File: src/rtl/magnitude_comparator_serial.sv
// magnitude_comparator_serial
// Multi-cycle magnitude comparator: walks two WIDTH-bit operands MSB-first,
// DIGIT bits per clock, and reports one-hot L/E/G with a start/done handshake.
// Signed compares are handled by flipping both operand MSBs on capture
// (offset binary), after which the plain unsigned digit walk gives the signed
// answer.
// Optional feature macro: EARLY_TERM_EN -- when defined, a compare finishes on
// the edge that finds the first differing digit instead of always taking NDIG
// cycles.
module magnitude_comparator_serial #(
  parameter int WIDTH = 32,
  parameter int DIGIT = 4
) (
  input  logic             clk,
  input  logic             rst,
  input  logic             start,
  input  logic             sgn,
  input  logic [WIDTH-1:0] x1,
  input  logic [WIDTH-1:0] x2,
  output logic             busy,
  output logic             done,
  output logic             L,
  output logic             E,
  output logic             G
);

  localparam int NDIG = WIDTH / DIGIT;
  localparam int CW   = (NDIG > 1) ? $clog2(NDIG) : 1;

  typedef enum logic {IDLE, RUN} state_t;

  state_t           state_q, state_d;
  logic [WIDTH-1:0] a_q, a_d;
  logic [WIDTH-1:0] b_q, b_d;
  logic [CW-1:0]    cnt_q, cnt_d;
  logic             dec_q, dec_d;
  logic             gt_q, gt_d;
  logic             done_q, done_d;
  logic             l_q, l_d;
  logic             e_q, e_d;
  logic             g_q, g_d;

  logic [DIGIT-1:0] digA, digB;
  logic             digGt, digLt;
  logic             resDiff, resGt, finish;

  assign digA  = a_q[WIDTH-1 -: DIGIT];
  assign digB  = b_q[WIDTH-1 -: DIGIT];
  assign digGt = (digA > digB);
  assign digLt = (digA < digB);

  // Next-state logic: capture on start, then one digit per cycle; the first
  // differing digit is remembered and decides the final result.
  always_comb begin
    state_d = state_q;
    a_d     = a_q;
    b_d     = b_q;
    cnt_d   = cnt_q;
    dec_d   = dec_q;
    gt_d    = gt_q;
    done_d  = 1'b0;
    l_d     = l_q;
    e_d     = e_q;
    g_d     = g_q;
    resDiff = dec_q | digGt | digLt;
    resGt   = dec_q ? gt_q : digGt;
    finish  = 1'b0;
    case (state_q)
      IDLE: begin
        if (start) begin
          a_d     = {x1[WIDTH-1] ^ sgn, x1[WIDTH-2:0]};
          b_d     = {x2[WIDTH-1] ^ sgn, x2[WIDTH-2:0]};
          cnt_d   = CW'(NDIG - 1);
          dec_d   = 1'b0;
          gt_d    = 1'b0;
          state_d = RUN;
        end
      end
      RUN: begin
        a_d   = a_q << DIGIT;
        b_d   = b_q << DIGIT;
        cnt_d = cnt_q - 1'b1;
        dec_d = resDiff;
        gt_d  = resGt;
`ifdef EARLY_TERM_EN
        finish = (cnt_q == '0) | resDiff;
`else
        finish = (cnt_q == '0);
`endif
        if (finish) begin
          state_d = IDLE;
          done_d  = 1'b1;
          g_d     = resDiff & resGt;
          l_d     = resDiff & ~resGt;
          e_d     = ~resDiff;
        end
      end
      default: state_d = IDLE;
    endcase
  end

  // State and datapath registers; reset clears everything including results.
  always_ff @(posedge clk or posedge rst) begin
    if (rst) begin
      state_q <= IDLE;
      a_q     <= '0;
      b_q     <= '0;
      cnt_q   <= '0;
      dec_q   <= 1'b0;
      gt_q    <= 1'b0;
      done_q  <= 1'b0;
      l_q     <= 1'b0;
      e_q     <= 1'b0;
      g_q     <= 1'b0;
    end else begin
      state_q <= state_d;
      a_q     <= a_d;
      b_q     <= b_d;
      cnt_q   <= cnt_d;
      dec_q   <= dec_d;
      gt_q    <= gt_d;
      done_q  <= done_d;
      l_q     <= l_d;
      e_q     <= e_d;
      g_q     <= g_d;
    end
  end

  assign busy = (state_q == RUN);
  assign done = done_q;
  assign L    = l_q;
  assign E    = e_q;
  assign G    = g_q;

endmodule
File: config.mk
export PLATFORM = sky130hd
export DESIGN_NAME = magnitude_comparator_serial
export DESIGN_NICKNAME = d
export VERILOG_FILES = /design/src/rtl/magnitude_comparator_serial.sv
export SDC_FILE = /design/constraint.sdc
export NUM_CORES = 1
export LEC_CHECK = 0
export CELL_PAD_IN_SITES_DETAIL_PLACEMENT = 0
export CELL_PAD_IN_SITES_GLOBAL_PLACEMENT = 1
export CORE_ASPECT_RATIO = 0.8
export CORE_MARGIN = 2
export CORE_UTILIZATION = 39
export DETAILED_ROUTE_END_ITERATION = 7
export GPL_TIMING_DRIVEN = 0
export PLACE_DENSITY_LB_ADDON = 0.1
export SLEW_MARGIN = 20
export SYNTH_ARGS = -nofsm -noshare
export SYNTH_HDL_FRONTEND = slang
export SYNTH_SLANG_ARGS = --single-unit
export TNS_END_PERCENT = 5
File: constraint.sdc
create_clock -name clk -period 2.7 [get_ports clk]
set_clock_uncertainty 0.05 [all_clocks]
set_input_delay 0.54 -clock clk [delete_from_list [all_inputs] [get_ports clk]]
set_output_delay 0.54 -clock clk [all_outputs]
set_load 0.005 [all_outputs]
==> parameters.txt <==
Parameter                              Value

STA
  Final Slew Violations ... 0
  Max-slew headroom at the worst pin ... 0.6623
  Setup repair after global routing missed its margin ... false
  Final hold viol count ... 0
  Final setup fails ... 0
  Highest clock frequency the design can meet ... 0.5268 GHz
  Slew at the pin with the worst max-slew slack ... just over 0.5 ns
  Period utilisation layout ... 0.7030
  Smallest hold slack ... 0.4232 ns
  Final critical delay including setup and external delays ... 1.898 ns
  Total negative setup slack ... 0 ns

Drt
  M1 wire length ... between 4000 and 5000 µm
  Routed wire length on met2 ... 3713 µm
  DRC violations left ... 0
  Top routing layer in use ... met4
  DR vias ... 2623
  WL per Instance ... approximately 16 µm
  Vias/cell ... 4.940
  Length of routed met3 wiring ... 405 µm
  Iteration-0 DRC count of the detailed router ... 88
  Detailed-router iteration count before antenna repair ... 4
  Detailed Route WL ... ~8300 µm
  Antenna-violating nets left ... 0

Logic synthesis
  Share of the synthesized area in the top cell type ... 0.5370
  Synth area leader ... sky130_fd_sc_hd__dfrtp_1
  Leading cell types by total area after synthesis ... sky130_fd_sc_hd__dfrtp_1 54%, sky130_fd_sc_hd__mux2i_1 18%, sky130_fd_sc_hd__o21ai_0 8.9%
  Netlist Area Pre-Place ... 3448 µm²
  Average instance area after synthesis ... between 10 and 15 µm²
  FF+latch count, synth ... 74
  Post-synthesis sequential area ratio ... 0.5370
  Number of standard cells after synthesis ... 332
  Unique masters post-synth ... 24
  Net Count, Synth ... 406
  Synth warn ... 0

Critical path
  Critical Path, Cell by Cell ... clkdlybuf4s50_1
  Maximum cell stage delay along the critical path ... 0.53 ns
  Worst-path cell with the longest stage delay ... sky130_fd_sc_hd__clkdlybuf4s50_1
  Largest fanout on the critical path ... 5
  Kind of critical path ... reg2out
  Category of the worst setup path launch point ... flop
  Required @ worst endpoint ... 2.11 ns
  Arrival time at the worst endpoint ... 1.31 ns
  Critical Path End Type ... output port
  Critical path's top delay family ... buffers and inverters
  Worst path bufs/invs ... 1

Global route
  Initial antenna violation count ... 0
  All-layer global routing usage ... 0.1902
  Maximum number of pins on one net before global-route repair ... 39
  Via count of the first global-routing pass ... 2704
  First-pass GRT wire length ... approximately 14000 µm
  Residual overflow from global routing ... 0

Clock tree
  Worst-case clock buffer depth ... 2
  Hold buffer count at CTS ... 0
  Post-cts repair resize count ... 0
  Inserted Clock Buffers ... 9
  Number of sinks on the clock net ... 74
  Clock latency on the worst-skew pair ... 0.35 ns
  Reg clk slew, reported paths ... 0.07 ns
  CTS tree ... done
  Htree depth ... 3
  Post-CTS setup buffers ... 0
  CTS root buffer ... sky130_fd_sc_hd__clkbuf_8

Final layout
  Synthesis-to-layout area growth ... 30.70%
  Post-Route Utilization ... 0.5289
  Number of fillers in the final layout ... between 800 and 900
  Fraction of layout instances using a drive strength above 1 ... 0.07399
  Leading cell type in the layout, fill and taps excluded ... sky130_fd_sc_hd__dfrtp_1
  Net total in the final layout ... 489
  Leading cell types in the layout, fill and taps excluded ... 74 x sky130_fd_sc_hd__dfrtp_1, 71 x sky130_fd_sc_hd__clkdlybuf4s50_1, 62 x sky130_fd_sc_hd__mux2i_1, 61 x sky130_fd_sc_hd__nand2_1, 61 x sky130_fd_sc_hd__o21ai_0
  Ant diodes ... 0

Die
  Standard-cell row count ... 30
  Number of primary I/O pins ... between 70 and 80
  Core region area ... around 8500 µm²
  Die ar. ... just under 10000 µm²
  Horizontal die dimension ... 109.1 µm
  Die H ... about 90 µm
  Effective utilization at floorplan ... 0.4047

Power
  Total power draw ... 3.947 mW
  Leak pwr ... 2.112 nW
  Max VDD drop ... roughly 0.00032 V
  Total power density per cell area ... between 800 and 900 nW/µm²

Run
  Max-cap violation count ... 0

Worst hold path
  Hold crit path type ... reg2reg

Placement
  PortBufs ... 71
  RePlAce Congestion ... 0.7257
  Dpl hpwl ... 5958 µm

Outcome
  Result of the run ... finished, final reports clean
registers in the layout (all words and copies together) (netlist names):
signal and cells:
dec_q 1, gt_q 1, E 1, busy 1
G 1, L 1, cnt_q 3, b_q 32
a_q 32, done 1
report_power, final:
| group | switching [mW] | internal, mW |
|---|---|---|
| Clock | 0.405 | 0.445 |
| Combinational | 0.791 | 0.580 |
| Sequential | 0.220 | 1.51 |
synth_stat cells:
| library cell | instances |
|---|---|
| sky130_fd_sc_hd__nor3_1 | 3 |
| sky130_fd_sc_hd__a211o_1 | 1 |
| sky130_fd_sc_hd__a21o_1 | 1 |
| sky130_fd_sc_hd__buf_4 | 8 |
| sky130_fd_sc_hd__inv_2 | 1 |
| sky130_fd_sc_hd__nor2_1 | 14 |
| sky130_fd_sc_hd__inv_1 | 9 |
| sky130_fd_sc_hd__clkbuf_1 | 10 |
| sky130_fd_sc_hd__a2bb2oi_1 | 1 |
| sky130_fd_sc_hd__and4_2 | 1 |
| sky130_fd_sc_hd__o311ai_1 | 1 |
| sky130_fd_sc_hd__o22ai_1 | 1 |
| sky130_fd_sc_hd__nor2b_4 | 1 |
| sky130_fd_sc_hd__a21oi_1 | 6 |
| sky130_fd_sc_hd__o21ai_0 | 61 |
| sky130_fd_sc_hd__dfrtp_1 | 74 |
| sky130_fd_sc_hd__or2_1 | 1 |
| sky130_fd_sc_hd__o211ai_2 | 1 |
| sky130_fd_sc_hd__xnor2_1 | 3 |
| sky130_fd_sc_hd__o21ai_1 | 1 |
| sky130_fd_sc_hd__mux2i_1 | 62 |
| sky130_fd_sc_hd__nand2_1 | 61 |
| sky130_fd_sc_hd__ha_1 | 6 |
| sky130_fd_sc_hd__buf_2 | 4 |
worst paths after layout:
check / from / endpoint / slack (ns) / depth (start not counted)
worst max-delay path: busy / busy / 0.80 / 1
worst min-delay path: a_q[22] / a_q[26] / 0.42 / 2
worst max register to register: a_q[31] / E / 1.03 / 4
worst min register to register: a_q[22] / a_q[26] / 0.42 / 2
max in group asynchronous: rst / L / 1.51 / 3
min in group asynchronous: rst / b_q[18] / 0.52 / 2
kinds of logic (layout without fill, tap and decap cells):
logic type,Yosys count,count (layout),synth area share
flops,74,74,0.5370
mux,62,62,0.1800
xor+xnor,3,3,0.007621
compound gates,74,74,0.1139
simple gates,81,81,0.09470
buf+inv,32,119,0.04499
fa+ha+maj,6,6,0.02177
stage by stage:
step	cells	cell area [µm²]	worst slack, ns
after floorplan	332	3448	0.2284
after global placement	515	4299	-1.149
after detailed placement	516	4322	1.026
after CTS	531	4507	0.7837
after global routing	531	4507	0.7305
final	531	4507	0.8019
per-layer routing:
| metal | GRT usage | up-vias |
|---|---|---|
| li1 | - | 1300 |
| met1 | 0.2655 | 1250 |
| met2 | 0.2925 | 64 |
| met5 | 0 | - |
| met4 | 0.06294 | 0 |
| met3 | 0.04539 | 9 |
layout make-up:
class                      count  area (µm²)  share of cell area
inverter                      10       40.04            0.008884
timing repair buffer          72       730.7              0.1621
clock inverter                 3       40.04            0.008884
sequential                    74        1852              0.4109
buffer                        22       117.6             0.02610
clock buffer                  12       145.1             0.03220
tap                          112       140.1             0.03109
multi-input combinational    226        1441              0.3198
No activity file was read; power rests on OpenSTA's default activity.
